==> config.mk <==
export PLATFORM = sky130hd
export DESIGN_NAME = spi_adc_responder
export DESIGN_NICKNAME = d
export VERILOG_FILES = /design/src/rtl/spi_adc_pkg.sv /design/src/rtl/spi_sync_edge.sv /design/src/rtl/spi_adc_responder.sv
export SDC_FILE = /design/constraint.sdc
export NUM_CORES = 1
export LEC_CHECK = 0
export ABC_CLOCK_PERIOD_IN_PS = 3410
export CELL_PAD_IN_SITES_DETAIL_PLACEMENT = 1
export CELL_PAD_IN_SITES_GLOBAL_PLACEMENT = 1
export CORE_ASPECT_RATIO = 2
export CORE_MARGIN = 2
export CORE_UTILIZATION = 46
export CTS_CLUSTER_SIZE = 10
export DETAILED_ROUTE_END_ITERATION = 16
export PLACE_DENSITY_LB_ADDON = 0.3
export SLEW_MARGIN = 5
export SYNTH_ARGS = -nofsm -noshare
export SYNTH_HDL_FRONTEND = slang
export SYNTH_SLANG_ARGS = --single-unit
export TNS_END_PERCENT = 5
==> constraint.sdc <==
create_clock -name clk -period 3.41 [get_ports clk]
set_input_delay 0.682 -clock clk [delete_from_list [all_inputs] [get_ports clk]]
set_output_delay 0.682 -clock clk [all_outputs]
set_load 0.005 [all_outputs]
==> src/rtl/spi_adc_pkg.sv <==
// spi_adc_pkg: frame geometry and FSM encoding shared by the ADC responder and the SPI master.
package spi_adc_pkg;
    localparam int FRAME_BITS = 16;
    localparam int DATA_BITS = 12;
    localparam int SYNC_STAGES = 2;
    localparam int CNT_W = 5;
    localparam logic [CNT_W-1:0] CNT_FULL = CNT_W'(FRAME_BITS);
    localparam logic [CNT_W-1:0] CNT_MAX = CNT_W'(FRAME_BITS + 1);
    localparam logic [1:0] S_IDLE = 2'd0;
    localparam logic [1:0] S_SHIFT = 2'd1;
    localparam logic [1:0] S_DONE = 2'd2;
endpackage

==> src/rtl/spi_sync_edge.sv <==
// spi_sync_edge: synchronizes an asynchronous pin and emits registered one-cycle rise/fall events.
module spi_sync_edge #(
    parameter int STAGES = 2,
    parameter logic RST_VAL = 1'b0
) (
    input  logic clk,
    input  logic reset,
    input  logic d,
    output logic sync,
    output logic rise,
    output logic fall
);
    logic [STAGES-1:0] sync_q, sync_d;
    logic prev_q, rise_q, rise_d, fall_q, fall_d;
    always_comb begin
        sync_d = STAGES'({sync_q, d});
        rise_d = sync_q[STAGES-1] & ~prev_q;
        fall_d = ~sync_q[STAGES-1] & prev_q;
    end
    always_ff @(posedge clk or posedge reset) begin
        if (reset) begin
            sync_q <= {STAGES{RST_VAL}};
            prev_q <= RST_VAL;
            rise_q <= 1'b0;
            fall_q <= 1'b0;
        end else begin
            sync_q <= sync_d;
            prev_q <= sync_q[STAGES-1];
            rise_q <= rise_d;
            fall_q <= fall_d;
        end
    end
    assign sync = sync_q[STAGES-1];
    assign rise = rise_q;
    assign fall = fall_q;
endmodule

==> src/rtl/spi_adc_responder.sv <==
// spi_adc_responder: SPI mode-0 responder emulating a 12-bit ADC; serves {zeros, sample} and captures MOSI.
module spi_adc_responder
    import spi_adc_pkg::*;
(
    input  logic                  clk,
    input  logic                  reset,
    input  logic [DATA_BITS-1:0]  sample_in,
    input  logic                  sample_valid,
    input  logic                  spi_sck,
    input  logic                  spi_cs_n,
    input  logic                  spi_mosi,
    output logic                  spi_miso,
    output logic                  miso_oe,
    output logic [FRAME_BITS-1:0] rx_data,
    output logic                  rx_valid,
    output logic                  frame_err,
    output logic                  busy
);
    logic sck_rise, sck_fall, cs_rise, cs_fall, mosi_s;
    logic unused_sck_sync, unused_cs_sync, unused_mosi_rise, unused_mosi_fall;
    logic [1:0] state_q, state_d;
    logic [CNT_W-1:0] cnt_q, cnt_d;
    logic [FRAME_BITS-1:0] tx_q, tx_d, rx_q, rx_d, rx_data_q, rx_data_d;
    logic [DATA_BITS-1:0] hold_q, hold_d;
    logic miso_q, miso_d, oe_q, oe_d, ovr_q, ovr_d, pend_q, pend_d;
    logic rx_valid_q, rx_valid_d, err_q, err_d;

    spi_sync_edge #(.STAGES(SYNC_STAGES), .RST_VAL(1'b0)) u_sck (
        .clk(clk), .reset(reset), .d(spi_sck),
        .sync(unused_sck_sync), .rise(sck_rise), .fall(sck_fall)
    );
    spi_sync_edge #(.STAGES(SYNC_STAGES), .RST_VAL(1'b1)) u_cs (
        .clk(clk), .reset(reset), .d(spi_cs_n),
        .sync(unused_cs_sync), .rise(cs_rise), .fall(cs_fall)
    );
    spi_sync_edge #(.STAGES(SYNC_STAGES), .RST_VAL(1'b0)) u_mosi (
        .clk(clk), .reset(reset), .d(spi_mosi),
        .sync(mosi_s), .rise(unused_mosi_rise), .fall(unused_mosi_fall)
    );

    always_comb begin
        state_d = state_q;
        cnt_d = cnt_q;
        tx_d = tx_q;
        rx_d = rx_q;
        miso_d = miso_q;
        oe_d = oe_q;
        ovr_d = ovr_q;
        pend_d = pend_q;
        rx_data_d = rx_data_q;
        rx_valid_d = 1'b0;
        err_d = 1'b0;
        hold_d = sample_valid ? sample_in : hold_q;
        if (state_q == S_IDLE) begin
            if (cs_fall || pend_q) begin
                state_d = S_SHIFT;
                tx_d = {{(FRAME_BITS-DATA_BITS){1'b0}}, hold_q};
                rx_d = '0;
                cnt_d = '0;
                miso_d = tx_d[FRAME_BITS-1];
                oe_d = 1'b1;
                ovr_d = 1'b0;
                pend_d = 1'b0;
            end
        end else if (state_q == S_SHIFT) begin
            if (sck_rise) begin
                rx_d = {rx_q[FRAME_BITS-2:0], mosi_s};
                cnt_d = (cnt_q == CNT_MAX) ? cnt_q : cnt_q + 1'b1;
            end
            // the last in-frame fall shifts in a zero; only falls past the frame count as overrun
            if (sck_fall) begin
                if (cnt_q < CNT_FULL) begin
                    tx_d = tx_q << 1;
                    miso_d = tx_q[FRAME_BITS-2];
                end else begin
                    miso_d = 1'b0;
                    ovr_d = ovr_q | (cnt_q > CNT_FULL);
                end
            end
            if (cs_rise) begin
                oe_d = 1'b0;
                miso_d = 1'b0;
                if (cnt_d == CNT_FULL && !ovr_d) begin
                    state_d = S_DONE;
                    rx_data_d = rx_d;
                    rx_valid_d = 1'b1;
                end else begin
                    state_d = S_IDLE;
                    err_d = 1'b1;
                end
            end
        end else begin
            state_d = S_IDLE;
            pend_d = cs_fall;
        end
    end

    always_ff @(posedge clk or posedge reset) begin
        if (reset) begin
            state_q <= S_IDLE;
            cnt_q <= '0;
            tx_q <= '0;
            rx_q <= '0;
            hold_q <= '0;
            miso_q <= 1'b0;
            oe_q <= 1'b0;
            ovr_q <= 1'b0;
            pend_q <= 1'b0;
            rx_data_q <= '0;
            rx_valid_q <= 1'b0;
            err_q <= 1'b0;
        end else begin
            state_q <= state_d;
            cnt_q <= cnt_d;
            tx_q <= tx_d;
            rx_q <= rx_d;
            hold_q <= hold_d;
            miso_q <= miso_d;
            oe_q <= oe_d;
            ovr_q <= ovr_d;
            pend_q <= pend_d;
            rx_data_q <= rx_data_d;
            rx_valid_q <= rx_valid_d;
            err_q <= err_d;
        end
    end

    assign spi_miso = miso_q;
    assign miso_oe = oe_q;
    assign rx_data = rx_data_q;
    assign rx_valid = rx_valid_q;
    assign frame_err = err_q;
    assign busy = (state_q == S_SHIFT);
endmodule

# Word level (Yosys, flattened, before mapping)
# Index checks and enable logic that the tools add are counted.
totals:
  register_bits: 84
  latch_bits: 0
  ramBits: 0
  mem_bits_ro: 0
  input_bits: 18
  out_inout_bits: 21
  word_cells: 103
  n_memories: 0
op_classes:
  addsub: 1
  n_mul: 0
  div: 0
  order_cmp: 2
  n_eq_ne: 6
  shift: 0
  muxes: 47
  n_bitwise: 10
  reduce_logical: 16
ops:
  columns: ["cell", "n"]
  rows:
  - ["$mux W15", 5]
  - ["$mux W16", 4]
  - ["$mux W5", 7]
  - ["$mux W1", 26]
  - ["$eq A5 B5 Y1 const B", 2]
  - ["$mux W2", 5]
  - ["$reduce_and A4 Y1", 2]
  - ["$reduce_bool A2 Y1", 4]
  - ["$reduce_and A2 Y1", 3]
  - ["$reduce_and A3 Y1", 2]
  - ["$add A5 B1 Y5 const B", 1]
  - ["$gt A5 B5 Y1 const B", 1]
  - ["$lt A5 B5 Y1 const B", 1]
  - ["$not A1 Y1", 5]
  - ["$and A1 B1 Y1", 4]
  - ["$ne A2 B1 Y1 const B", 2]
  - ["$ne A3 B1 Y1 const B", 1]
  - ["$reduce_bool A3 Y1", 1]
  - ["$eq A2 B1 Y1 const B", 1]
  - ["$logic_not A2 Y1", 1]
  - ["$logic_and A1 B1 Y1", 1]
  - ["$logic_not A1 Y1", 1]
  - ["$logic_or A1 B1 Y1", 1]
  - ["$or A1 B1 Y1", 1]

# Depth between registers and ports, before layout
# Gate-level depths: netlist of the first run.
logic_depth:
  ltp_word: 12
  mapped_depth: 9
  depth_no_buf: 7

# Hierarchy
# A second synthesis of the first run with hierarchy kept.
hier_totals:
  hier_cells: 275
  hier_area_um2: 3648.5
by_module_without_submodules:
  columns: ["module", "n_inst", "cells_each", "area_per_inst_um2"]
  rows:
  - ["spi_adc_responder", 1, 251, 3213.1]
  - ["spi_sync_edge at u_mosi ...", 2, 8, 143.9]
  - ["spi_sync_edge at u_cs", 1, 8, 147.6]

# Least setup slack after synthesis of the first run
# OpenSTA, ideal clock, no wires.
synth_timing:
  path_kind: "flip-flop to flip-flop"
  from: "reg cnt_q[0]"
  to: "reg rx_data_q[2] (netlist: rx_data[2])"
  setup_time_ns: 0.125
  t_arrival_ns: 2.183
  t_required_ns: 3.285
  path_slack_ns: 1.102
  stages_incl_launch_ff: 10
  period_less_slack_ns: 2.308
  path_cell_list: "dfrtp_1 inv_1 ha_1 inv_1 o311ai_1 nand3_2 or4_4 buf_6 buf_12 mux2_4"
synth_between:
  elab_chain_cells: 9
  elab_cells_between_ends: 17
  cone_classes: "add/sub (1); order compare (2); eq/ne (2); mux (8); bitwise (1); reduce/logical (3)"
synth_rtl:
  columns: ["item", "line_no", "text"]
  rows:
  - ["start, declared", "spi_adc_responder.sv:22", "logic [CNT_W-1:0] cnt_q, cnt_d;"]
  - ["start signal, assigned", "spi_adc_responder.sv:114", "cnt_q <= cnt_d;"]
  - ["parallel branches: the longest is 7 deep, another holds $add A5 B1 Y5", null, null]
  - ["$logic_and A1 B1 Y1 (*)", "spi_adc_responder.sv:83", "if (cnt_d == CNT_FULL && !ovr_d) begin"]
  - ["$reduce_and A4 Y1 (no line) (*)", null, null]
  - ["end signal, assigned", "spi_adc_responder.sv:122", "rx_data_q <= rx_data_d;"]
  - ["end, declared", "spi_adc_responder.sv:23", "logic [FRAME_BITS-1:0] tx_q, tx_d, rx_q, rx_d, rx_data_q, rx_data_d;"]
# Mark *: on every way between the ends. The select of a mux whose other input is x is not followed.
# A chain may end at the register's enable or synchronous reset.

# Worst setup path in the final report of the first run
layout_timing:
  from: "reg u_sck.rise_q (netlist: u_sck.rise)"
  to: "reg rx_data_q[8] (netlist: rx_data[8])"
layout_between:
  elab_chain_cells: 6
  elab_cells_between_ends: 7
  cone_classes: "eq/ne (1); mux (4); reduce/logical (2)"
layout_rtl:
  columns: ["item", "line_no", "text"]
  rows:
  - ["start, declared", "spi_sync_edge.sv:14", "logic prev_q, rise_q, rise_d, fall_q, fall_d;"]
  - ["start signal, assigned", "spi_sync_edge.sv:29", "rise_q <= rise_d;"]
  - ["$mux W5", "spi_adc_responder.sv:66", "if (sck_rise) begin"]
  - ["$mux W5", "spi_adc_responder.sv:65", "end else if (state_q == S_SHIFT) begin"]
  - ["$mux W5", "spi_adc_responder.sv:54", "if (state_q == S_IDLE) begin"]
  - ["$eq A5 B5 Y1", "spi_adc_responder.sv:83", null]
  - ["$logic_and A1 B1 Y1", "spi_adc_responder.sv:83", null]
  - ["$reduce_and A4 Y1 (no line)", null, null]
# Parallel ways exist; a longest one is shown, timed or not. The select of a mux whose other input is x is not followed.

==> results of run 1 <==
==> final cells by class <==
cell class | instances | area [sq um] | area share [%]
tap | 94 | 118 | 2.74
multi-input combinational | 161 | 1310 | 30.4
clock buffer | 16 | 302 | 7.03
inverter | 11 | 42.5 | 0.991
sequential | 84 | 2110 | 49.1
timing repair buffer | 43 | 418 | 9.74
==> power by group through the flow <==
stage	registers (uW)	logic (uW)	clock network, uW
2_1_floorplan	1190	271	0
3_3_place_gp	1230	346	0
3_5_place_dp	1230	370	0
4_1_cts	1220	376	980
5_1_grt	1240	416	1020
6_report	1220	367	956
==> critical path: stages, from the launching register on <==
cell	delay, ns
dfrtp_1	0.94
nand4_1	0.21
xor2_1	0.27
nand3_2	0.14
or4_4	0.68
mux2_4	0.35
==> placed cells by master (no fill, tap or decap), types with 2 or more instances in the layout <==
cell             count
nand2_1             21
nor2_1               9
mux2_2              32
a22o_1              18
nand4_1              2
mux2i_1             18
inv_1                9
ha_1                 3
mux2_4               7
clkbuf_1             2
clkbuf_8             5
dfrtp_1             81
nor2b_1              4
o21ai_0             20
nor4_1               2
clkdlybuf4s50_1     38
a21o_1               2
nand2b_1             3
buf_4                5
a21oi_1              3
dfstp_2              3
clkbuf_16            9
==> through the flow <==
step                util, %  hold WS (ns)
floorplan                 -         0.331
global placement       52.9         0.335
detailed placement     52.9         0.337
CTS                    56.9         0.350
global route           56.9         0.360
finish                 56.9         0.348
==> state kept, by name (all words and copies together) (netlist names), 2 cells and up <==
register       flops
rx_data           16
rx_q              16
tx_q              15
hold_q            12
cnt_q              5
state_q            2
u_cs.sync_q        2
u_mosi.sync_q      2
u_sck.sync_q       2
==> how the worst max path moves through the flow <==
stage	startpoint	end	slack, ns	depth (start not counted)
2_1_floorplan	reset	cnt_q[0]	0.57	1
6_report	u_sck.rise	rx_data[8]	0.69	5
3_3_place_gp	u_sck.rise	rx_data[8]	0.80	5
3_5_place_dp	u_sck.rise	rx_data[3]	0.72	5
5_1_grt	u_sck.rise	rx_data[8]	0.61	5
4_1_cts	u_sck.rise	rx_data[4]	0.72	5
==> per-layer routing <==
metal  vias to the layer above  routed length [um]  GRT usage, %
met1                      1200                2650          19.6
met3                        13                 211          4.74
met4                         0                 191          9.60
met2                        39                4310          36.4
met5                         -                   0             0
li1                       1034                   -             -
==> kinds of logic (layout without fill, tap and decap cells) <==
| group | after synthesis | after routing | share of synthesized area (%) |
|---|---|---|---|
| muxes | 57 | 57 | 18.3 |
| and+or+nand+nor | 48 | 48 | 7.00 |
| adders and majority gates | 3 | 3 | 1.06 |
| AOI/OAI and AO/OA | 51 | 51 | 10.1 |
| DFF | 84 | 84 | 59.5 |
| xor gates and xnor gates | 2 | 2 | 0.495 |
| buffers and inverters | 24 | 70 | 3.54 |
==> flow_summary.toml, run 1 <==
[outcome]
status = "finished, final reports clean"

[floorplan]
die_w_um = 66.0
rows = 45
num_io_pins = 39
core_sq_mm = 0.00754
dieArea_sq_mm = 0.00845
start_util_pct = 46.9
die_height_um = 128

[setup_path]
setup.worst_path.end_class = "register"
r2r_start = "u_sck.rise"
ff2ff_path_depth = 5
startpoint_type = "register"
crit_arrival_ns = 2.93
cp.required_ns = 3.63
ff2ff_setup_slack_ns = 0.69
crit_path_max_fanout = 21
r2r_end = "rx_data[8]"
crit_type = "register to register"

[logic_synthesis]
synth_largest_area_cell = "dfrtp_1"
synthDominantCellAreaShare_pct = 57.3
ys_ff_latch = 84
synth_commonest_cells = "dfrtp_1 (81), mux2_2 (32), nand2_1 (21)"
synthCells = 269
yosysWarnings = 0
ys.flop_type = "dfrtp_1"
ys_seq_area_share_pct = 59.5
synth_cell_types = 40
avgSynthCellArea_sq_um = 13.1
async_reset_ff_share_pct = 100
synth_most_common_cell = "dfrtp_1"
synth_fp_nets = 290
synth_edf_count = 0
synth.area.top_cells = "dfrtp_1 (57%), mux2_2 (10%), mux2i_1 (5.1%)"
netlist_area_sq_mm = 0.00354

[routing]
drc = 0
wire_per_inst_um = 18.0
drt-initial-drc-count = 99
antenna_left = 0
routed_via_density = 5.59
drtPass1Iterations = 4
num_vias = 2286
routed_wl_um = 7370

[hold_path]
holdPathStages = 0
hold_path.startpoint = "u_sck.sync_q[0]"
min_delay_worst_endpoint = "u_sck.sync_q[1]"
hold_path.class = "register to register"

[power]
peakVddDrop_uv = 315
switchingPower_uw = 662
p_leak_uw = 0.00203
p_comb_share_pct = 14.4
p_int_uw = 1880
p_sw_share_pct = 26.0
pwr_density_cell_mw_per_mm2 = 593
power_uw = 2540
p_seq_share_pct = 48.0
clockPowerShare_pct = 37.6

[grt]
grt_pass1_wl_um = 12300
grt_max_degree = 35
antenna_found_initial = 0
grt_overflow = 0
grt_usage_pct = 19.6
grt_pass1_vias = 2580

[cells_and_area]
drive_gt1_share_pct = 21.9
diodes = 0
instances_no_fill = 409
fill_cells = 784
final_area_sq_mm = 0.00429
syn_to_final_growth_pct = 21.3
fin_nets = 331

[timing]
layout_worst_path_cycle_share_pct = 79.6
max_freq_ghz = 0.368
rsz0062_at_grt = "false"
setup_viol = 0
hold_viol = 0
relSlewSlack_pct = 39.0
final.setup.tns_ns = 0
layout_min_cycle_time_ns = 2.72
layout_setup_ws_ns = 0.694
skew_ns = 0.00592
slew_viol_final = 0
worst-slew-pin-transition_ns = 0.916

[place]
place_area_sq_mm = 0.00399
gp_congestion = 0.749
dp.cells = 393
dpl_worst_slack_ns = 0.718
numPortBuffers = 38
dpl.hpwl_um = 4910

[clock_network]
cts_sinks = 84
numCtsBuffers = 9
cts_tree = "yes"
cts-root-buf = "clkbuf_16"
htree_num_levels = 3
postCtsResizedCells = 0
clk_path_buf_depth = 2
clkTransAtPathRegs_ns = 0.06
cts_setup_buffers = 0
cts_hold_buf = 0
insertion_delay_ns = 0.33

[flow_run]
maxCapViolCount = 0
No activity file was read; power rests on OpenSTA's default activity.
==> inputs of run 2 (changes only) <==
Settings changed: ABC_CLOCK_PERIOD_IN_PS 3410 to 2500.
Clock period 3.41 ns to 2.5 ns, I/O delays scaled along.
==> flow_summary.toml, run 2 (synthesis results as in run 1) <==
[setup_path]
setup.worst_path.end_class = "register"
cpPeakStageDelay_ns = 0.61
ff2ff_path_depth = 7
cp.required_ns = 2.72
crit_top_cell = "inv_1"
cpLargestDelayFamily = "simple AND/OR/NAND/NOR gates"
crit_type = "register to register"
r2r_end = "rx_data[2]"
crit_arrival_ns = 2.58
ff2ff_setup_slack_ns = 0.13
startpoint_type = "register"
cp.buffers_inverters = 2
crit_path_max_fanout = 16
r2r_start = "cnt_q[0]"
slowest_stage = "or4_4"
path_cells = "inv_1 > ha_1 > inv_1 > o311ai_1 > nand3_2 > or4_4 > mux2_4"

[timing]
relSlewSlack_pct = 53.7
slew_viol_final = 0
setup_viol = 0
hold_ws_ns = 0.349
skew_ns = 0.00789
rsz0062_at_grt = "false"
worst-slew-pin-transition_ns = 0.694
layout_min_cycle_time_ns = 2.37
layout_setup_ws_ns = 0.132
hold_viol = 0
final.setup.tns_ns = 0
layout_worst_path_cycle_share_pct = 94.7
max_freq_ghz = 0.422

[floorplan]
die_w_um = 66.0
core_sq_mm = 0.00754
die_height_um = 128
dieArea_sq_mm = 0.00845
num_io_pins = 39
rows = 45
start_util_pct = 46.9

[power]
switchingPower_uw = 905
pwr_density_cell_mw_per_mm2 = 794
p_comb_share_pct = 15.1
p_seq_share_pct = 48.2
clockPowerShare_pct = 36.7
p_sw_share_pct = 26.5
p_leak_uw = 0.00204
peakVddDrop_uv = 501
p_int_uw = 2520

[flow_run]
maxCapViolCount = 0

[outcome]
status = "finished, final reports clean"

[cells_and_area]
syn_to_final_growth_pct = 21.8
drive_gt1_share_pct = 23.0
fin_nets = 333
diodes = 0
final_common_cell = "dfrtp_1"
final_cell_mix = "dfrtp_1 (81), clkdlybuf4s50_1 (38), mux2_2 (32), nand2_1 (21), o21ai_0 (20)"
final_core_util_pct = 57.1

[routing]
routed_wl_um = 7020
num_vias = 2250
antenna_left = 0
wire_per_inst_um = 17.1
drc = 0
drtPass1Iterations = 6
routed_via_density = 5.47
drt-initial-drc-count = 77

[clock_network]
clkTransAtPathRegs_ns = 0.06
insertion_delay_ns = 0.34
cts-root-buf = "clkbuf_16"
cts_sinks = 84
numCtsBuffers = 9
htree_num_levels = 3
cts_hold_buf = 0
cts_tree = "yes"
clk_path_buf_depth = 2

[place]
gp_congestion = 0.749
dpl.hpwl_um = 4680
dpl_worst_slack_ns = 0.0751
numPortBuffers = 38

[hold_path]
hold_path.startpoint = "u_sck.sync_q[0]"
hold_path.class = "register to register"
min_delay_worst_endpoint = "u_sck.sync_q[1]"
holdPathStages = 0

[grt]
grt_max_degree = 85
grt_pass1_vias = 2493
antenna_found_initial = 0
grt_pass1_wl_um = 12000
grt_overflow = 0
grt_usage_pct = 19.0
run 2: changes by cell type in the layout (fill, tap and decap cells not counted), sizes merged:
cell / change
clkinv: +2
clkbuf: -4
clkinvlp: +2
buf: +2
run 2: layout make-up:
type | instances | area, sq um
well taps | 94 | 118
fillers | 767 | 3240
multi-input cells | 161 | 1310
repair buffers | 45 | 445
clock inverters | 4 | 22.5
inverters | 11 | 45.0
flip-flops and latches | 84 | 2110
clock buffers | 12 | 267
run 2: layer usage:
layer / track usage [%] / vias up / wire length, um
li1: - / 1031 / -
met1: 20.7 / 1150 / 2630
met2: 32.7 / 49 / 3920
met3: 4.48 / 20 / 212
met4: 11.0 / 0 / 254
met5: 0 / - / 0
run 2: worst max-delay path by stage:
stage,from,to,depth (start not counted)
6_report,cnt_q[0],rx_data[2],7
5_1_grt,cnt_q[0],rx_data[4],7
4_1_cts,cnt_q[0],rx_data[2],7
3_5_place_dp,cnt_q[0],rx_data[2],7
3_3_place_gp,cnt_q[0],rx_data[8],7
2_1_floorplan,cnt_q[0],rx_data[2],9
run 2: power groups by stage:
stage	sequential (uW)	clock (uW)	combinational (uW)
finish	1650	1260	515
CTS	1650	1280	527
global placement	1660	0	493
detailed placement	1670	0	519
floorplan	1630	0	370
global route	1680	1330	584
run 2: repair_timing:
item | in CTS | in global routing
setup endpoints to repair | 0 | 13
setup buffers | 0 | 0
resized for setup | 0 | 0
run 2: worst register-to-register path: cells and delay by family (launching register included):
family                     cells  cell delay (ns)
DFF                            1             0.43
adders and majority gates      1             0.15
buffers and inverters          2             0.17
muxes                          1             0.35
and+or+nand+nor                2             0.78
AOI/OAI and AO/OA              1             0.37
run 2: per-stage QoR:
stage	cell area (sq um)	total power, uW	cells
3_3_place_gp	4020	2150	395
2_1_floorplan	3540	2000	269
5_1_grt	4310	3590	411
4_1_cts	4310	3460	411
6_report	4310	3420	411
3_5_place_dp	4020	2190	395
==> inputs of run 3 (changes only) <==
Settings changed: CELL_PAD_IN_SITES_DETAIL_PLACEMENT 1 to default, CELL_PAD_IN_SITES_GLOBAL_PLACEMENT 1 to default, CORE_UTILIZATION 46 to 56.
==> flow_summary.toml, run 3 (synthesis results as in run 1) <==
[power]
peakVddDrop_uv = 577
pwr_density_cell_mw_per_mm2 = 790
p_leak_uw = 0.00204
power_uw = 3400

[floorplan]
dieArea_sq_mm = 0.00701
die_height_um = 116
num_io_pins = 39
core_sq_mm = 0.00621
die_w_um = 60.2
start_util_pct = 57.0
rows = 41

[clock_network]
htree_num_levels = 3
insertion_delay_ns = 0.34
clk_path_buf_depth = 2
cts-root-buf = "clkbuf_16"
numCtsBuffers = 9
clkTransAtPathRegs_ns = 0.06
postCtsResizedCells = 0
cts_sinks = 84
cts_tree = "yes"

[grt]
antenna_found_initial = 0
grt_pass1_vias = 2180
grt_usage_pct = 20.3
grt_overflow = 0
grt_max_degree = 85
grt_pass1_wl_um = 10300

[timing]
layout_worst_path_cycle_share_pct = 94.7
layout_min_cycle_time_ns = 2.37
skew_ns = 0.00594
relSlewSlack_pct = 53.6
setup_viol = 0
slew_viol_final = 0
max_freq_ghz = 0.422
rsz0062_at_grt = "false"
worst-slew-pin-transition_ns = 0.696
final.setup.tns_ns = 0
hold_viol = 0

[cells_and_area]
fin_nets = 334
fill_cells = 441
drive_gt1_share_pct = 22.3
syn_to_final_growth_pct = 21.6
diodes = 0
instances_no_fill = 404
final_common_cell = "dfrtp_1"
final_cell_mix = "dfrtp_1 (81), clkdlybuf4s50_1 (38), mux2_2 (32), nand2_1 (21), o21ai_0 (20)"

[routing]
drt-initial-drc-count = 120
drc = 0
antenna_left = 0
wire_per_inst_um = 15.2
num_vias = 2203
routed_wl_um = 6130
drtPass1Iterations = 4
routed_via_density = 5.45

[hold_path]
hold_path.class = "register to register"

[place]
numPortBuffers = 38
gp_congestion = 0.869
dpl.hpwl_um = 3910
dp.cells = 386

[setup_path]
crit_arrival_ns = 2.59
crit_type = "register to register"
setup.worst_path.end_class = "register"
cp.required_ns = 2.72
startpoint_type = "register"
crit_path_max_fanout = 16

[outcome]
status = "finished, final reports clean"

[flow_run]
maxCapViolCount = 0
==> run 3: cell types whose count changed in the layout (fill, tap and decap cells not counted) <==
cell,delta
clkbuf_1,+3
clkinv_2,-2
buf_4,+1
clkinvlp_4,-1
==> run 3: layer usage <==
layer	share of wire (%)	up-vias	GRT usage, %	routed length (um)
li1	-	1039	-	-
met1	44	1115	26.6	2700
met2	50	36	30.2	3050
met3	3.3	13	5.43	201
met4	3.1	0	11.6	188
met5	0	-	0	0
==> run 3: layout make-up <==
cell class | count | area [sq um] | share of cell area, %
Clock buffer | 15 | 278 | 6.46
Clock inverter | 1 | 5.00 | 0.116
Inverter | 11 | 45.0 | 1.05
Multi-Input combinational cell | 161 | 1310 | 30.4
Sequential cell | 84 | 2110 | 49.0
Tap cell | 86 | 108 | 2.50
Timing Repair Buffer | 46 | 453 | 10.5
==> run 3: metrics by stage <==
| stage | setup slack, ns | hold slack [ns] | util (%) | cell area [sq um] |
|---|---|---|---|---|
| 5_1_grt | 0.0128 | 0.359 | 69.3 | 4300 |
| 3_5_place_dp | 0.116 | 0.340 | 64.5 | 4000 |
| 2_1_floorplan | 0.192 | 0.331 | - | 3540 |
| 6_report | 0.131 | 0.356 | 69.3 | 4300 |
| 3_3_place_gp | 0.196 | 0.345 | 64.5 | 4000 |
| 4_1_cts | 0.0995 | 0.357 | 69.0 | 4290 |
==> run 3: path summary, 6_finish.rpt <==
path	from	slack [ns]	to	cells past startpoint
min in group asynchronous	reset	0.63	tx_q[8]	3
min	u_cs.sync_q[0]	0.36	u_cs.sync_q[1]	0
max in group asynchronous	reset	1.53	rx_data[8]	3
min reg2reg	u_cs.sync_q[0]	0.36	u_cs.sync_q[1]	0
max	cnt_q[1]	0.13	rx_data[8]	7
max reg2reg	cnt_q[1]	0.13	rx_data[8]	7
==> run 3: where the power goes <==
group / leakage, uW / switching [uW] / internal (uW)
registers: 0.00110 / 120 / 1530
clock network: 0.000140 / 492 / 753
logic: 0.000802 / 268 / 234
==> run 3: critical path, cell delays in order (launching register included) <==
cell and delay [ns]:
dfrtp_1 0.42, inv_1 0.10, ha_1 0.21, nand3b_4 0.10, o21ai_2 0.22, mux2i_1 0.14, or4_4 0.69, mux2_4 0.34
==> run 3: what timing repair did <==
action,in CTS,in global routing
hold buffers,0,0
setup endpoints to repair,0,13
buffers inserted,0,2
